[src/rtl/receiver_scan.sv]
// receiver_scan: scans the 16 incoming ray/knight channels of one square and emits each legal move into that square.
// Ports: clk, rst_n (sync, active-low); engine_color, sq_pos, sq_reg and sample latch a scan request.
//        U..DR carry ray messages and UUL..RRD carry knight messages. mv_* is a valid/ready move stream; busy, done and mv_count report scan status.
module receiver_scan (
  input  logic        clk,
  input  logic        rst_n,
  input  logic        engine_color,
  input  logic [5:0]  sq_pos,
  input  logic [5:0]  sq_reg,
  input  logic        sample,
  input  logic [10:0] U,
  input  logic [10:0] D,
  input  logic [10:0] L,
  input  logic [10:0] R,
  input  logic [10:0] UL,
  input  logic [10:0] UR,
  input  logic [10:0] DL,
  input  logic [10:0] DR,
  input  logic [7:0]  UUL,
  input  logic [7:0]  UUR,
  input  logic [7:0]  LLU,
  input  logic [7:0]  RRU,
  input  logic [7:0]  DDL,
  input  logic [7:0]  DDR,
  input  logic [7:0]  LLD,
  input  logic [7:0]  RRD,
  output logic        mv_valid,
  input  logic        mv_ready,
  output logic [5:0]  mv_src,
  output logic [5:0]  mv_dst,
  output logic [4:0]  mv_piece,
  output logic        mv_capture,
  output logic        busy,
  output logic        done,
  output logic [4:0]  mv_count
);

  localparam logic [1:0] S_IDLE = 2'd0;
  localparam logic [1:0] S_SCAN = 2'd1;
  localparam logic [1:0] S_EMIT = 2'd2;
  localparam logic [1:0] S_DONE = 2'd3;

  localparam logic [4:0] T_PAWN   = 5'b00010;
  localparam logic [4:0] T_KNIGHT = 5'b00001;
  localparam logic [4:0] T_BISHOP = 5'b01000;
  localparam logic [4:0] T_ROOK   = 5'b10000;
  localparam logic [4:0] T_QUEEN  = 5'b11000;
  localparam logic [4:0] T_KING   = 5'b00100;

  logic [1:0]        state;
  logic [3:0]        idx;
  logic              color_q;
  logic [5:0]        pos_q;
  logic [5:0]        occ_q;
  logic [7:0][10:0]  ray_q;
  logic [7:0][7:0]   kn_q;

  // Snapshot of the request; only taken in IDLE so later input changes cannot disturb a scan.
  always_ff @(posedge clk) begin
    if (state == S_IDLE && sample) begin
      color_q <= engine_color;
      pos_q   <= sq_pos;
      occ_q   <= sq_reg;
      ray_q   <= {DR, DL, UR, UL, R, L, D, U};
      kn_q    <= {RRD, LLD, DDR, DDL, RRU, LLU, UUR, UUL};
    end
  end

  // The reserved bit of the knight messages carries no information.
  logic unused_rsvd;
  assign unused_rsvd = ^{kn_q[0][6], kn_q[1][6], kn_q[2][6], kn_q[3][6],
                         kn_q[4][6], kn_q[5][6], kn_q[6][6], kn_q[7][6]};

  // Current channel decode: idx 0-7 are rays, 8-15 are knight channels.
  logic        is_knight;
  logic [10:0] cur_ray;
  logic [7:0]  cur_kn;
  logic [5:0]  src;
  logic [4:0]  rtype;
  logic        dst_occ;
  logic        dst_own;
  logic        dst_opp;
  logic signed [3:0] drank;
  logic signed [3:0] dfile;
  logic [3:0]  adr;
  logic [3:0]  adf;
  logic signed [3:0] step;
  logic        king_ok;
  logic        pawn_ok;
  logic        pawn_fwd;
  logic        pawn_diag;
  logic [2:0]  home_rank;
  logic        ray_ok;
  logic        legal;
  logic [4:0]  piece;

  assign is_knight = idx[3];
  assign cur_ray   = ray_q[idx[2:0]];
  assign cur_kn    = kn_q[idx[2:0]];
  assign src       = is_knight ? cur_kn[5:0] : cur_ray[10:5];
  assign rtype     = cur_ray[4:0];

  assign dst_occ = (occ_q[4:0] != 5'd0);
  assign dst_own = dst_occ && (occ_q[5] == color_q);
  assign dst_opp = dst_occ && (occ_q[5] != color_q);

  assign drank = $signed({1'b0, pos_q[5:3]}) - $signed({1'b0, src[5:3]});
  assign dfile = $signed({1'b0, pos_q[2:0]}) - $signed({1'b0, src[2:0]});
  assign adr   = drank[3] ? 4'(-drank) : 4'(drank);
  assign adf   = dfile[3] ? 4'(-dfile) : 4'(dfile);

  // Chebyshev distance of exactly one.
  assign king_ok = (adr <= 4'd1) && (adf <= 4'd1) && ((adr == 4'd1) || (adf == 4'd1));

  // Pawn rules written once in "forward" terms; BLACK flips the rank delta.
  assign step      = color_q ? drank : 4'(-drank);
  assign home_rank = color_q ? 3'd1 : 3'd6;
  assign pawn_fwd  = color_q ? (idx == 4'd0) : (idx == 4'd1);
  assign pawn_diag = color_q ? ((idx == 4'd4) || (idx == 4'd5))
                             : ((idx == 4'd6) || (idx == 4'd7));
  assign pawn_ok   = (pawn_fwd && !dst_occ &&
                      ((step == 4'sd1) || ((step == 4'sd2) && (src[5:3] == home_rank)))) ||
                     (pawn_diag && (step == 4'sd1) && dst_opp);

  always_comb begin
    ray_ok = 1'b0;
    case (rtype)
      T_ROOK:   ray_ok = (idx[2] == 1'b0);
      T_BISHOP: ray_ok = (idx[2] == 1'b1);
      T_QUEEN:  ray_ok = 1'b1;
      T_KING:   ray_ok = king_ok;
      T_PAWN:   ray_ok = pawn_ok;
      default:  ray_ok = 1'b0;
    endcase
  end

  assign legal = !dst_own && (is_knight ? cur_kn[7] : ((rtype != 5'd0) && ray_ok));
  assign piece = is_knight ? T_KNIGHT : rtype;

  always_ff @(posedge clk) begin
    if (!rst_n) begin
      state      <= S_IDLE;
      idx        <= 4'd0;
      mv_count   <= 5'd0;
      mv_src     <= 6'd0;
      mv_dst     <= 6'd0;
      mv_piece   <= 5'd0;
      mv_capture <= 1'b0;
    end else begin
      case (state)
        S_IDLE: begin
          if (sample) begin
            idx      <= 4'd0;
            mv_count <= 5'd0;
            state    <= S_SCAN;
          end
        end
        S_SCAN: begin
          if (legal) begin
            mv_src     <= src;
            mv_dst     <= pos_q;
            mv_piece   <= piece;
            mv_capture <= dst_opp;
            state      <= S_EMIT;
          end else if (idx == 4'd15) begin
            state <= S_DONE;
          end else begin
            idx <= idx + 4'd1;
          end
        end
        S_EMIT: begin
          // Move record is frozen here until the consumer takes it.
          if (mv_ready) begin
            mv_count <= mv_count + 5'd1;
            if (idx == 4'd15) begin
              state <= S_DONE;
            end else begin
              idx   <= idx + 4'd1;
              state <= S_SCAN;
            end
          end
        end
        default: state <= S_IDLE;
      endcase
    end
  end

  assign mv_valid = (state == S_EMIT);
  assign busy     = (state == S_SCAN) || (state == S_EMIT);
  assign done     = (state == S_DONE);

endmodule

[config.mk]
export PLATFORM = sky130hd
export DESIGN_NAME = receiver_scan
export DESIGN_NICKNAME = d
export VERILOG_FILES = /design/src/rtl/receiver_scan.sv
export SDC_FILE = /design/constraint.sdc
export NUM_CORES = 1
export LEC_CHECK = 0
export ABC_AREA = 1
export BUFFER_PORTS_ARGS = -buffer_cell sky130_fd_sc_hd__buf_2
export CORE_MARGIN = 2
export CORE_UTILIZATION = 58
export DETAILED_ROUTE_END_ITERATION = 6
export PLACE_DENSITY = 0.95
export SLEW_MARGIN = 20
export SYNTH_ARGS = -nofsm -noshare
export SYNTH_HDL_FRONTEND = slang
export SYNTH_SLANG_ARGS = --single-unit
export TNS_END_PERCENT = 5
[constraint.sdc]
create_clock -name clk -period 14.1 [get_ports clk]
set_clock_uncertainty 0.2 [all_clocks]
set_input_delay 0 -clock clk [delete_from_list [all_inputs] [get_ports clk]]
set_output_delay 0 -clock clk [all_outputs]
set_load 0.05 [all_outputs]
==> run metrics, run 1 <==
GRT overflow=0; H-tree depth=4; most common library cell in the layout ignoring fill and taps=buf_2; VDD IR-drop max=0.108 mV; Final TNS setup=0 ns; Seq/Total Area, Yosys=0.648; Clock Pin Slew Worst Setup and Hold Paths=0.07 ns; vias per cell=~5.7; clock latency on the worst-skew pair=between 0.4 and 0.5 ns; fin crit share=0.434; setup violators final=0; asr flop ratio synth=0; cell taking the most area after synthesis=edfxtp_1; DR iter-0 viols=874; CP max stage delay=0.71 ns; HPWL after DPL=12,700 um; flop and latch count out of synthesis=around 190; CTS tree=built; DRC=0; IO Port Bufs=roughly 190; Die Area=0.0151 mm2; critical-path maximum fanout=73; Synth Flop Type=edfxtp_1; Post-synth EDFFs=157; Post-Synthesis Net Count=roughly 950; clock root cell=clkbuf_16; Pleak=4.90 nW; Initial Util=0.591; layout cells sized above 1=0.217; HP Class=in2reg; GR Util All Layers=0.352; wirelength, routed=25,800 um; WS Path Type=reg2reg; Synth area leaders=edfxtp_1 (58%), dfxtp_1 (7.1%), nand2_1 (6.8%); largest net degree at the start of global routing=89; Rel. slew slack=0.424; FP Rows=between 40 and 50; critical path, cell by cell=buf_4 > inv_6 > o21ai_0 > o22ai_1 > a22o_1 > a221oi_1 > ha_1 > xor2_1 > nand3_1 > nand3b_1 > nand2_1 > nand2_1 > nor2_1 > nand2_1 > nor2_1 > nor2_1 > nand3_2 > nand2_1 > nand3_1 > nand3_1 > nand2_1 > dlygate4sd3_1 > nor2_1 > dlygate4sd3_1; final net count=1,294; Layout area overhead=38.8%; I/O pin count=195; Startpoint Class=flop; synthesized area per cell=10.7 um2; first-pass GRT wire length=38,800 um; initial antenna violation count=0; diode count=0; RSZ-0062 raised after global routing=false; Fmax achieved=163 MHz; Yosys top cell area share=0.577; Fin. Hold Viols=0; Worst Tran Pin Value=roughly 0.86 ns; Req. time, crit path=14.29 ns; number of global-route vias before repair=7,580; max cap viols=0; Synth Cell Area=0.00817 mm2; commonest cells after routing, fill and taps aside=buf_2 (186), dlygate4sd3_1 (163), edfxtp_1 (157), nand2_1 (147), inv_1 (86); CP Capture Type=flop; WL per Instance=19.9 um; CP most frequent cell=nand2_1; antenna-violating nets left=0; Core ar.=0.0138 mm2; Die Width=123 um; run status=finished, final reports clean; data arrival time of the worst path=6.31 ns; Post-Syn Instances=763; FILL cells=704; drt pass-1 iters=5; vias=7,357; Clock Sinks=186; chip height=123 um; Post-CTS Setup Bufs=0; clk buf depth=2; min cycle time layout=6.12 ns; Pins Over Slew Limit=0; slowest CP cell=dfxtp_2; Yosys Warn Count=0; CTS Buf Count=17; Post-Route Utilization=0.820; synth unique cells=43; GP Congestion=0.859; PD cells=177 mW/mm2
state kept, by name (all words and copies together), names as in the netlist, 2 cells and up:
signal,count
ray_q,88
state,2
occ_q,6
mv_dst,6
idx,4
mv_piece,5
kn_q,56
mv_count,5
mv_src,6
pos_q,6
kinds of logic (layout without fill, tap and decap cells):
group | after synthesis | count (layout) | synth area share
and+or+nand+nor | 295 | 295 | 0.153
AOI/OAI and AO/OA | 133 | 133 | 0.0899
buffers and inverters | 123 | 477 | 0.0698
DFF | 186 | 186 | 0.648
xor gates and xnor gates | 5 | 5 | 0.00536
adders and majority gates | 21 | 21 | 0.0340
worst paths after layout:
kind	from	end	slack, ns	cells past startpoint
setup / recovery	idx[0]	state[1]	7.98	24
hold / removal	sq_reg[4]	occ_q[4]	0.07	2
setup reg to reg	idx[0]	state[1]	7.98	24
hold reg to reg	mv_piece[3]	mv_piece[3]	0.27	2
through the flow:
stage	cells	total power, W	hold WS, ns	setup slack (ns)	cell area [um2]
2_1_floorplan	763	0.00132	-0.101	9.67	8170
3_3_place_gp	1102	0.00141	-0.0230	9.09	9140
3_5_place_dp	1102	0.00145	-0.0219	8.98	9140
4_1_cts	1297	0.00195	0.0553	8.20	11300
5_1_grt	1297	0.00211	0.0623	7.54	11300
6_report	1297	0.00201	0.0661	7.98	11300
synthesized netlist by cell type, types with 4 or more instances:
library cell  number
nor2_1            80
buf_2              6
dfxtp_1           29
inv_2              4
o21ai_1           13
nand2_1          147
o22ai_1           17
inv_1             87
a21oi_1           33
buf_6              8
nand3_1           38
edfxtp_1         157
or2_2              4
nor3_1             7
nand4_1            7
o21ai_0           59
ha_1              19
xor2_1             5
clkbuf_1           7
nor2_2             4
buf_4              6
power by group:
| group | internal (W) | total (W) | switching, W |
|---|---|---|---|
| clock | 0.000249 | 0.000473 | 0.000225 |
| sequential | 0.000748 | 0.000809 | 0.0000604 |
| combinational | 0.000240 | 0.000725 | 0.000484 |
| total | 0.00124 | 0.00201 | 0.000769 |
per-layer routing:
metal | global-route usage | part of all wire
met4 | 0.196 | 0.052
met1 | 0.389 | 0.35
met2 | 0.624 | 0.52
met5 | 0 | 0
met3 | 0.0781 | 0.074
timing repair:
item | CTS | global route
endpoints found under the hold margin | 178 | 0
hold buffers | 163 | 0
resized for setup | 0 | 0
final cells by class:
class	instances	area [um2]	area share
Clock buffer	18	429	0.0379
Clock inverter	14	135	0.0119
Inverter	93	362	0.0319
Multi-Input combinational cell	454	2300	0.203
Sequential cell	186	5300	0.467
Tap cell	180	225	0.0199
Timing Repair Buffer	352	2580	0.228
worst max-delay path, delay by kind of cell, from the launching register on:
family	cells	cell delay (ns)
buffers and inverters	4	2.05
and+or+nand+nor	14	1.24
AOI/OAI and AO/OA	4	1.21
DFF	1	0.71
adders and majority gates	1	0.36
xor gates and xnor gates	1	0.25
No activity file was read; power rests on OpenSTA's default activity.
==> run 2, diff against run 1 <==
--- a/config.mk
+++ b/config.mk
@@ -8,9 +8,9 @@
 export ABC_AREA = 1
 export BUFFER_PORTS_ARGS = -buffer_cell sky130_fd_sc_hd__buf_2
 export CORE_MARGIN = 2
-export CORE_UTILIZATION = 58
+export CORE_UTILIZATION = 54
 export DETAILED_ROUTE_END_ITERATION = 6
-export PLACE_DENSITY = 0.95
+export PLACE_DENSITY = 0.92
 export SLEW_MARGIN = 20
 export SYNTH_ARGS = -nofsm -noshare
 export SYNTH_HDL_FRONTEND = slang
==> constraint.sdc (replaced) <==
create_clock -name clk -period 6.3 [get_ports clk]
set_clock_uncertainty 0.2 [all_clocks]
set_input_delay 0 -clock clk [delete_from_list [all_inputs] [get_ports clk]]
set_output_delay 0 -clock clk [all_outputs]
set_load 0.05 [all_outputs]
==> run metrics, run 2 (synthesis results as in run 1) <==
number of global-route vias before repair=7,393; slack of the worst reg-to-reg path=0.46 ns; Die Area=0.0161 mm2; met2 GRT Util=0.549; run status=finished, final reports clean; antenna-violating nets left=0; max cap viols=0; Core ar.=0.0146 mm2; Net Sw Power=0.00172 W; CTS Buf Count=17; GR Util All Layers=0.315; Top reg by flops=ray_q; clock root cell=clkbuf_16; H-tree depth=4; critical-path maximum fanout=73; PD cells=392 mW/mm2; FP Rows=44; global routing's busiest layer=met2; met3 GRT Util=0.0762; CP Capture Type=flop; drt pass-1 iters=5; wirelength, routed=25,400 um; Final TNS setup=0 ns; Startpoint Class=flop; setup violators final=0; RR Endpoint=state[1]; combinational power share=0.361; Hold Path Sink=ray_q[38]; CTS tree=built; chip height=127 um; P_int=roughly 0.0027 W; FILL cells=851; HPWL after DPL=12,600 um; vias=7,270; area of the multi-input gates=around 0.0023 mm2; WS Path Type=reg2reg; largest registers=ray_q x88, kn_q x56; Worst Tran Pin Value=0.949 ns; Finished Cell Area=0.0113 mm2; Tot Pwr=approximately 0.0044 W; vias per cell=between 5 and 6; largest net degree at the start of global routing=86; IO Port Bufs=186; FF-to-FF path depth=23; hold_buf cts=163; most common library cell in the layout ignoring fill and taps=buf_2; I/O pin count=195; fin crit share=0.927; Clock Sinks=186; Post-CTS Resized=0; layout cells sized above 1=0.218; Clock Power Share=0.232; register area=around 0.0053 mm2; clock latency on the worst-skew pair=0.44 ns; WL per Instance=19.4 um; Pleak=~4.9 nW; DRC=0; hold path depth=2; GRT overflow=0; final net count=1,294; Fin. Hold Viols=0; HP Start=R[5]; Die Width=about 130 um; RSZ-0062 raised after global routing=false; Post-Route Utilization=0.775; reg2reg start=idx[0]; Layout area overhead=38.9%; register share of total power=0.407; min cycle time layout=5.84 ns; initial antenna violation count=3; Sw Share=0.386; max reg flops=just under 90; Rel. slew slack=0.368; Post-CTS Setup Bufs=0; Clock Pin Slew Worst Setup and Hold Paths=about 0.070 ns; clk buf depth=2; Pins Over Slew Limit=0; first-pass GRT wire length=about 38,000 um; GP Congestion=between 0.8 and 0.9; Fmax achieved=171 MHz; data arrival time of the worst path=6.02 ns; post-place instance area=0.00915 mm2; VDD IR-drop max=0.299 mV; DR iter-0 viols=689; Initial Util=0.558; Req. time, crit path=6.47 ns; HP Class=in2reg; commonest cells after routing, fill and taps aside=buf_2 (186), dlygate4sd3_1 (163), edfxtp_1 (157), nand2_1 (147), inv_1 (86); met1 Use GR=0.345
-- run 2: changes by cell type in the layout (fill, tap and decap cells not counted), sizes merged --
| cell | before | now |
|---|---|---|
| inv | 101 | 100 |
| clkinv | 4 | 6 |
| bufinv | 1 | 0 |
| diode | 0 | 3 |
-- run 2: how the worst max path moves through the flow --
stage | from | end | depth (start not counted)
6_report | idx[0] | state[1] | 23
5_1_grt | idx[0] | state[1] | 26
4_1_cts | idx[0] | state[1] | 23
3_5_place_dp | idx[0] | mv_src[1] | 22
3_3_place_gp | idx[0] | mv_piece[3] | 22
2_1_floorplan | state[0] | color_q | 4
-- run 2: stage by stage --
stage,std cells,worst slack [ns],hold slack [ns]
floorplan,763,1.87,-0.101
global placement,1106,1.62,-0.0229
detailed placement,1106,1.47,-0.0219
CTS,1301,0.654,0.0590
global route,1304,0.151,0.0569
finish,1304,0.457,0.0745
-- run 2: area by class of cell --
type                       instances  area share
antenna                            3    0.000662
clock buffer                      18      0.0378
clock inverter                    14      0.0117
inverter                          93      0.0319
multi-input combinational        454       0.203
sequential                       186       0.467
tap                              184      0.0203
timing repair buffer             352       0.228
-- run 2: power groups by stage --
stage	clock [W]	combinational, W	sequential, W
6_report	0.00103	0.00161	0.00181
4_1_cts	0.00101	0.00153	0.00179
5_1_grt	0.00108	0.00175	0.00183
2_1_floorplan	0	0.00113	0.00182
3_5_place_dp	0	0.00142	0.00182
3_3_place_gp	0	0.00137	0.00180
-- run 2: worst max-delay path, stage by stage, from the launching register on --
cell and delay, ns:
dfxtp_2 0.88, inv_6 0.41, o21ai_0 0.31, o22ai_1 0.13, a22o_1 0.23, a221oi_1 0.59
ha_1 0.37, xor2_1 0.28, nand3_1 0.14, nand3b_1 0.11, nand2_1 0.05, nand2_1 0.06
nor2_1 0.04, nand2_1 0.08, nor2_1 0.05, nor2_1 0.12, nand3_2 0.15, nand2_1 0.11
nand3_1 0.12, nand3_1 0.10, nand2_1 0.05, dlygate4sd3_1 0.56, nor2_1 0.10, dlygate4sd3_1 0.55
-- run 2: metal layers --
metal  share of wire  vias up
li1                -     3286
met1            0.35     3389
met2            0.51      475
met3           0.079      120
met4           0.064        0
met5               0        -
